$ cat config.mk
export PLATFORM = sky130hd
export DESIGN_NAME = vga_sync_gen
export DESIGN_NICKNAME = d
export VERILOG_FILES = /design/src/rtl/vga_sync_gen.sv
export SDC_FILE = /design/constraint.sdc
export NUM_CORES = 1
export LEC_CHECK = 0
export ABC_AREA = 1
export CAP_MARGIN = 20
export CELL_PAD_IN_SITES_DETAIL_PLACEMENT = 0
export CELL_PAD_IN_SITES_GLOBAL_PLACEMENT = 2
export CORE_MARGIN = 2
export CORE_UTILIZATION = 28
export CTS_BUF_LIST = sky130_fd_sc_hd__clkbuf_8
export CTS_CLUSTER_DIAMETER = 30
export CTS_CLUSTER_SIZE = 28
export DETAILED_ROUTE_END_ITERATION = 8
export HOLD_SLACK_MARGIN = 0.08
export PLACE_DENSITY = 0.87
export SYNTH_ARGS = -nofsm -noshare
export SYNTH_HDL_FRONTEND = slang
export SYNTH_SLANG_ARGS = --single-unit
$ cat constraint.sdc
create_clock -name clk -period 1.2 [get_ports clk]
set_input_delay 0.18 -clock clk [delete_from_list [all_inputs] [get_ports clk]]
set_output_delay 0.18 -clock clk [all_outputs]
set_load 0.01 [all_outputs]
$ cat src/rtl/vga_sync_gen.sv
// VGA timing generator: free-running h/v position counters gated by a pixel
// enable, with registered position, visibility, sync and line/frame markers.
module vga_sync_gen #(
  parameter int unsigned H_VIS_AREA_PXL    = 200,
  parameter int unsigned H_FRONT_PORCH_PXL = 10,
  parameter int unsigned H_SYNC_PULSE_PXL  = 32,
  parameter int unsigned H_BACK_PORCH_PXL  = 22,
  parameter int unsigned H_NUM_BITS        = 9,
  parameter int unsigned V_VIS_AREA_PXL    = 600,
  parameter int unsigned V_FRONT_PORCH_PXL = 1,
  parameter int unsigned V_SYNC_PULSE_PXL  = 4,
  parameter int unsigned V_BACK_PORCH_PXL  = 23,
  parameter int unsigned V_NUM_BITS        = 10,
  parameter logic        H_SYNC_POL        = 1'b0,
  parameter logic        V_SYNC_POL        = 1'b0
) (
  input  logic                  clk,
  input  logic                  reset,
  input  logic                  pix_en,
  output logic [H_NUM_BITS-1:0] x,
  output logic [V_NUM_BITS-1:0] y,
  output logic                  visible,
  output logic                  pixel_valid,
  output logic                  line_start,
  output logic                  frame_start,
  output logic                  h_sync,
  output logic                  v_sync
);

  localparam int unsigned H_TOTAL = H_VIS_AREA_PXL + H_FRONT_PORCH_PXL
                                  + H_SYNC_PULSE_PXL + H_BACK_PORCH_PXL;
  localparam int unsigned V_TOTAL = V_VIS_AREA_PXL + V_FRONT_PORCH_PXL
                                  + V_SYNC_PULSE_PXL + V_BACK_PORCH_PXL;

  localparam int unsigned H_SYNC_START = H_VIS_AREA_PXL + H_FRONT_PORCH_PXL;
  localparam int unsigned H_SYNC_END   = H_SYNC_START + H_SYNC_PULSE_PXL;
  localparam int unsigned V_SYNC_START = V_VIS_AREA_PXL + V_FRONT_PORCH_PXL;
  localparam int unsigned V_SYNC_END   = V_SYNC_START + V_SYNC_PULSE_PXL;

  localparam logic [H_NUM_BITS-1:0] H_LAST = H_NUM_BITS'(H_TOTAL - 1);
  localparam logic [V_NUM_BITS-1:0] V_LAST = V_NUM_BITS'(V_TOTAL - 1);

  if (H_TOTAL == 0 || H_TOTAL > 2 ** H_NUM_BITS) begin : g_bad_h
    $error("vga_sync_gen: H_TOTAL does not fit in H_NUM_BITS");
  end
  if (V_TOTAL == 0 || V_TOTAL > 2 ** V_NUM_BITS) begin : g_bad_v
    $error("vga_sync_gen: V_TOTAL does not fit in V_NUM_BITS");
  end

  logic [H_NUM_BITS-1:0] r_h_cnt;
  logic [V_NUM_BITS-1:0] r_v_cnt;

  logic [31:0] w_h_ext;
  logic [31:0] w_v_ext;
  logic        w_h_last;
  logic        w_v_last;
  logic        w_h_vis;
  logic        w_v_vis;
  logic        w_h_sync_act;
  logic        w_v_sync_act;
  logic        w_h_zero;
  logic        w_v_zero;

  // Region compares are done on 32-bit copies so a sync window ending
  // exactly at 2^N_BITS is not truncated to zero.
  always_comb begin
    w_h_ext      = 32'(r_h_cnt);
    w_v_ext      = 32'(r_v_cnt);
    w_h_last     = (r_h_cnt == H_LAST);
    w_v_last     = (r_v_cnt == V_LAST);
    w_h_vis      = (w_h_ext < H_VIS_AREA_PXL);
    w_v_vis      = (w_v_ext < V_VIS_AREA_PXL);
    w_h_sync_act = (w_h_ext >= H_SYNC_START) && (w_h_ext < H_SYNC_END);
    w_v_sync_act = (w_v_ext >= V_SYNC_START) && (w_v_ext < V_SYNC_END);
    w_h_zero     = (r_h_cnt == '0);
    w_v_zero     = (r_v_cnt == '0);
  end

  always_ff @(posedge clk) begin
    if (reset) begin
      r_h_cnt <= '0;
      r_v_cnt <= '0;
    end else if (pix_en) begin
      if (w_h_last) begin
        r_h_cnt <= '0;
        r_v_cnt <= w_v_last ? '0 : r_v_cnt + 1'b1;
      end else begin
        r_h_cnt <= r_h_cnt + 1'b1;
      end
    end
  end

  // Outputs describe the pre-edge counter pair, one cycle behind it.
  always_ff @(posedge clk) begin
    if (reset) begin
      x           <= '0;
      y           <= '0;
      visible     <= 1'b0;
      pixel_valid <= 1'b0;
      line_start  <= 1'b0;
      frame_start <= 1'b0;
      h_sync      <= ~H_SYNC_POL;
      v_sync      <= ~V_SYNC_POL;
    end else begin
      x           <= r_h_cnt;
      y           <= r_v_cnt;
      visible     <= w_h_vis && w_v_vis;
      pixel_valid <= pix_en;
      line_start  <= pix_en && w_h_zero;
      frame_start <= pix_en && w_h_zero && w_v_zero;
      h_sync      <= w_h_sync_act ? H_SYNC_POL : ~H_SYNC_POL;
      v_sync      <= w_v_sync_act ? V_SYNC_POL : ~V_SYNC_POL;
    end
  end

endmodule

# Word level (Yosys, flattened, before mapping)
# Index checks and enable logic that the tools add are counted.
# W data, S select, Z words.
dict set report totals {
  ff_bits 44
  latch_bits 0
  mem_bits_rw 0
  romBits 0
  input_bits 3
  output_inout_bits 25
  memories 0
}
dict set report op_classes {
  n_addsub 2
  multipliers 0
  div_mod_pow 0
  magnitude_cmp 6
  eq_ne 2
  n_shift 0
  n_mux 4
  bitwise_logic 0
  reduce_logical 8
}
# cell count
set op_table {}
lappend op_table {{$lt A10 B10 Y1 const B} 2}
lappend op_table {{$lt A9 B8 Y1 const B} 2}
lappend op_table {{$add A10 B1 Y10 const B} 1}
lappend op_table {{$eq A10 B10 Y1 const B} 1}
lappend op_table {{$ge A10 B10 Y1 const B} 1}
lappend op_table {{$logic_not A10 Y1} 1}
lappend op_table {{$mux W10} 1}
lappend op_table {{$add A9 B1 Y9 const B} 1}
lappend op_table {{$eq A9 B9 Y1 const B} 1}
lappend op_table {{$ge A9 B8 Y1 const B} 1}
lappend op_table {{$logic_not A9 Y1} 1}
lappend op_table {{$mux W9} 1}
lappend op_table {{$logic_and A1 B1 Y1} 5}
lappend op_table {{$mux W1} 2}
lappend op_table {{$reduce_and A2 Y1} 1}

# Logic depth before layout (Yosys ltp)
dict set report depth {
  ltp_word 3
  depth_mapped 9
}

# Worst setup path after synthesis
# Ideal clock, no wire load.
dict set report synth_path {
  kind {reg-to-reg}
  from {register r_h_cnt[1]}
  to {register r_h_cnt[6]}
  setup_time_ns 0.128
  arrival_time_ns 1.110
  t_required_ns 1.072
  slack_ns -0.037
  stages_incl_launch_ff 9
  path_buffers 0
  synth_period_minus_slack_ns 1.237
  cell_sequence {dfxtp_1 -> ha_1 -> nand3_2 -> inv_2 -> nand3_1 -> inv_1 -> nand3_1 -> nand2_1 -> nor2_1}
}
dict set report synth_between {
  elab_chain_len 2
  word_cells_on_any_way 3
}
# element line
set synth_lines {}
lappend synth_lines {{from (decl)} 50} ;# logic [H_NUM_BITS-1:0] r_h_cnt;
lappend synth_lines {{from (signal assigned)} 88} ;# r_h_cnt <= r_h_cnt + 1'b1;
lappend synth_lines {{$add A9 B1 Y9 or $eq A9 B9 Y1 (tied branches)} {88, 69}}
lappend synth_lines {{$mux W9 *} 84} ;# if (w_h_last) begin
# Mark *: on every way between the ends. The rest lies on a longest branch, timed or not.
# A chain may end at the register's enable or synchronous reset.

# Worst setup path after layout
dict set report layout_path {
  from {register r_h_cnt[7]}
  to {register r_v_cnt[7]}
}
dict set report layout_between {
  elab_chain_len 2
}
# element line
set layout_lines {}
lappend layout_lines {{$eq A9 B9 Y1} 69} ;# w_h_last = (r_h_cnt == H_LAST);
lappend layout_lines {{$reduce_and A2 Y1 (no source line)} --}
lappend layout_lines {{to (signal assigned)} 86} ;# r_v_cnt <= w_v_last ? '0 : r_v_cnt + 1'b1;
lappend layout_lines {{to (decl)} 51} ;# logic [V_NUM_BITS-1:0] r_v_cnt;
# No other way between the ends.

==> results.ini <==
[run]
cap_violations = 0

[clock_tree]
tritoncts = yes
cts_hold_buffers = 0
cts_buffer_depth = 2
path_clk_slew_ns = 0.09
clockRootBuffer = clkbuf_8
htreeDepth = 2
clock_sinks = 44
cts_buffers = 5
clkLatencyLatePin_ns = 0.30

[worst_setup_path]
worst-path-max-fanout = 6
worst_r2r_endpoint = r_v_cnt[7]
r2r-start = r_h_cnt[7]
reg2reg_slack_ns = -0.04
reg2reg_depth = 8
crit_end = r_v_cnt[7]
crit_path_frequent_cell = nand2_8
cp_cell_sequence = nor2_4, nand2_2, nor2_4, nand2_8, nand2_8, nand2_8, nand2_1, nor2_1
required_ns = 1.40
crit_type = register to register
endpoint_kind = register
start_kind = register
critPathMaxStageDelay_ns = 0.34
cp_slowest_cell = dfxtp_2
worstSetupStartpoint = r_h_cnt[7]
worstPathArrival_ns = 1.44

[floorplanning]
start_util_pct = 28.57
dieHeight_um = 83.80
io_pins = 28
die_area_um2 = 7022
rows = 29
core_area_um2 = 6241
die_w_um = 83.80

[routing]
drc_errors = 0
vias = 1751
wl_um = 4652
wl_per_cell_um = 11.69
antenna_left = 0
drt-pass1-iter-count = 4
drt-initial-drc-count = 59
via_per_inst = 4.399

[sta]
setup_tns_ns = -0.4208
grt_setup_unrepaired = true
period_needed_ns = 1.242
timing_hold_violations_final = 0
setup_viol = 14
fin_skew_ns = 0.007097
tightestPinTransition_ns = 0.2536
fin_crit_sh_pct = 103.5
fmax_mhz = 805.5
slew_headroom_pct = 82.96
hold_ws_ns = 0.3677
worst_slack_ns = -0.04154
slew_viol_final = 0

[placed_design]
place.gp.congestion = 0.7832
post-place-ws_ns = -0.3463
place_area_um2 = 2492
place_hpwl_um = 3322
io_buffers = 27
placed_cells = 385

[grt]
overflow = 0
grt_pass1_wl_um = 7824
antenna_found_initial = 0
grt_max_degree = 15
grtUsageTotal_pct = 13.90
grt_pass1_vias = 1682

[power_and_ir_drop]
internal_power_w = 0.002242
comb_power_share_pct = 6.2
powerDensity_nw_per_um2 = 1003
p_leak_nw = 1.376
ir_drop_v = 0.0004763
p_switching_w = 0.0006433
p_seq_share_pct = 51.5
p_sw_share_pct = 22.30
clockPowerShare_pct = 42.3

[synthesis]
synth_fp_nets = 246
ys_top_cells_by_area = dfxtp_1, nand2_1, nor2_1
synth_top_area_cell = dfxtp_1
synth_top_area_share_pct = 49.40
synth_area_per_cell_um2 = 7.491
synth_cells = 238
ys_seq_area_share_pct = 49.40
synth-seq-cells = 44
synth_cell_types = 25
ys.warnings.count = 0
netlist_area_um2 = 1783

[layout]
fin_cells = 398
area_growth_pct = 61.33
mostFrequentLayoutCells = buf_4, nor2_1, nand2_1
stdcell_area_um2 = 2877
n_antenna_cell = 0
layout-drive-gt1-share_pct = 36.76
final_common_cell = buf_4
fin_nets = 328

[outcome]
violations = negative setup slack
outcome = finished, violations left

[min_path]
hold_depth = 4
hp-class = input pin to register

critical path, delay by kind of cell (launching register included):
kind	cells	cell delay, ns
DFF	1	0.34
and+or+nand+nor	8	0.78
synth_stat cells:
cell type	number
nand2_4	2
nor3_1	12
nor2_2	3
inv_1	37
a221oi_1	1
dfxtp_1	44
a21oi_1	6
o22a_1	1
nand3_2	1
nand2_1	43
nand4_1	3
nand3_1	16
ha_1	5
nand2_2	2
o21ai_0	8
inv_2	1
buf_2	1
o2111ai_1	1
o211ai_1	1
buf_1	2
o21ai_1	1
a31oi_1	1
nor2_4	1
o22ai_1	2
nor2_1	43
state kept, by name, summed over array words and instances, names as in the netlist, 9 cells and up:
register and count:
r_h_cnt 9, y 10, r_v_cnt 10, x 9
power groups by stage:
stage                     logic (W)  clock network (W)  registers, W
after floorplan           0.0000573                  0       0.00153
after global placement     0.000153                  0       0.00152
after detailed placement   0.000153                  0       0.00152
after CTS                  0.000161            0.00126       0.00149
after global routing       0.000198            0.00131       0.00149
final                      0.000178            0.00122       0.00149
per-layer routing:
layer	share of wire, %	vias to the layer above	routed length, µm	global-route usage (%)
met5	0	-	0	0
li1	-	924	-	-
met1	49	802	2269	17.93
met3	2.5	6	114	2.967
met4	1.8	0	86	5.718
met2	47	19	2182	22.55
what timing repair did:
action                                  in CTS  in global routing
pin swaps                                   16                 11
gates cloned                                 1                  0
endpoints found under the setup margin      44                 20
buffers inserted                             1                  3
resized for setup                           71                 30
logic make-up after synthesis:
family / after synthesis / synth area share [%]
simple gates: 126 / 31.23
flops: 44 / 49.40
buf+inv: 41 / 8.701
compound gates: 22 / 7.158
fa+ha+maj: 5 / 3.509
through the flow:
| step | util, % | power (W) |
|---|---|---|
| global placement | 39.94 | 0.001675 |
| detailed placement | 39.94 | 0.001676 |
| floorplan | - | 0.001590 |
| global route | 46.09 | 0.002994 |
| finish | 46.09 | 0.002885 |
| CTS | 44.39 | 0.002908 |
final cells by class:
| class | instances | area, µm² |
|---|---|---|
| fillers | 640 | 3364 |
| clock inverters | 2 | 38.79 |
| repair buffers | 77 | 636.9 |
| clock buffers | 6 | 82.58 |
| inverters | 38 | 152.6 |
| well taps | 77 | 96.34 |
| flip-flops and latches | 44 | 900.9 |
| multi-input cells | 154 | 968.4 |
how the worst min path moves through the flow:
| stage | start | end | slack, ns |
|---|---|---|---|
| 2_1_floorplan | pix_en | pixel_valid | 0.32 |
| 3_3_place_gp | r_h_cnt[2] | x[2] | 0.50 |
| 3_5_place_dp | r_h_cnt[2] | x[2] | 0.51 |
| 4_1_cts | r_v_cnt[3] | y[3] | 0.52 |
| 5_1_grt | pix_en | r_h_cnt[0] | 0.40 |
| 6_report | pix_en | r_h_cnt[0] | 0.37 |
Power figures use the tool's default switching activity.
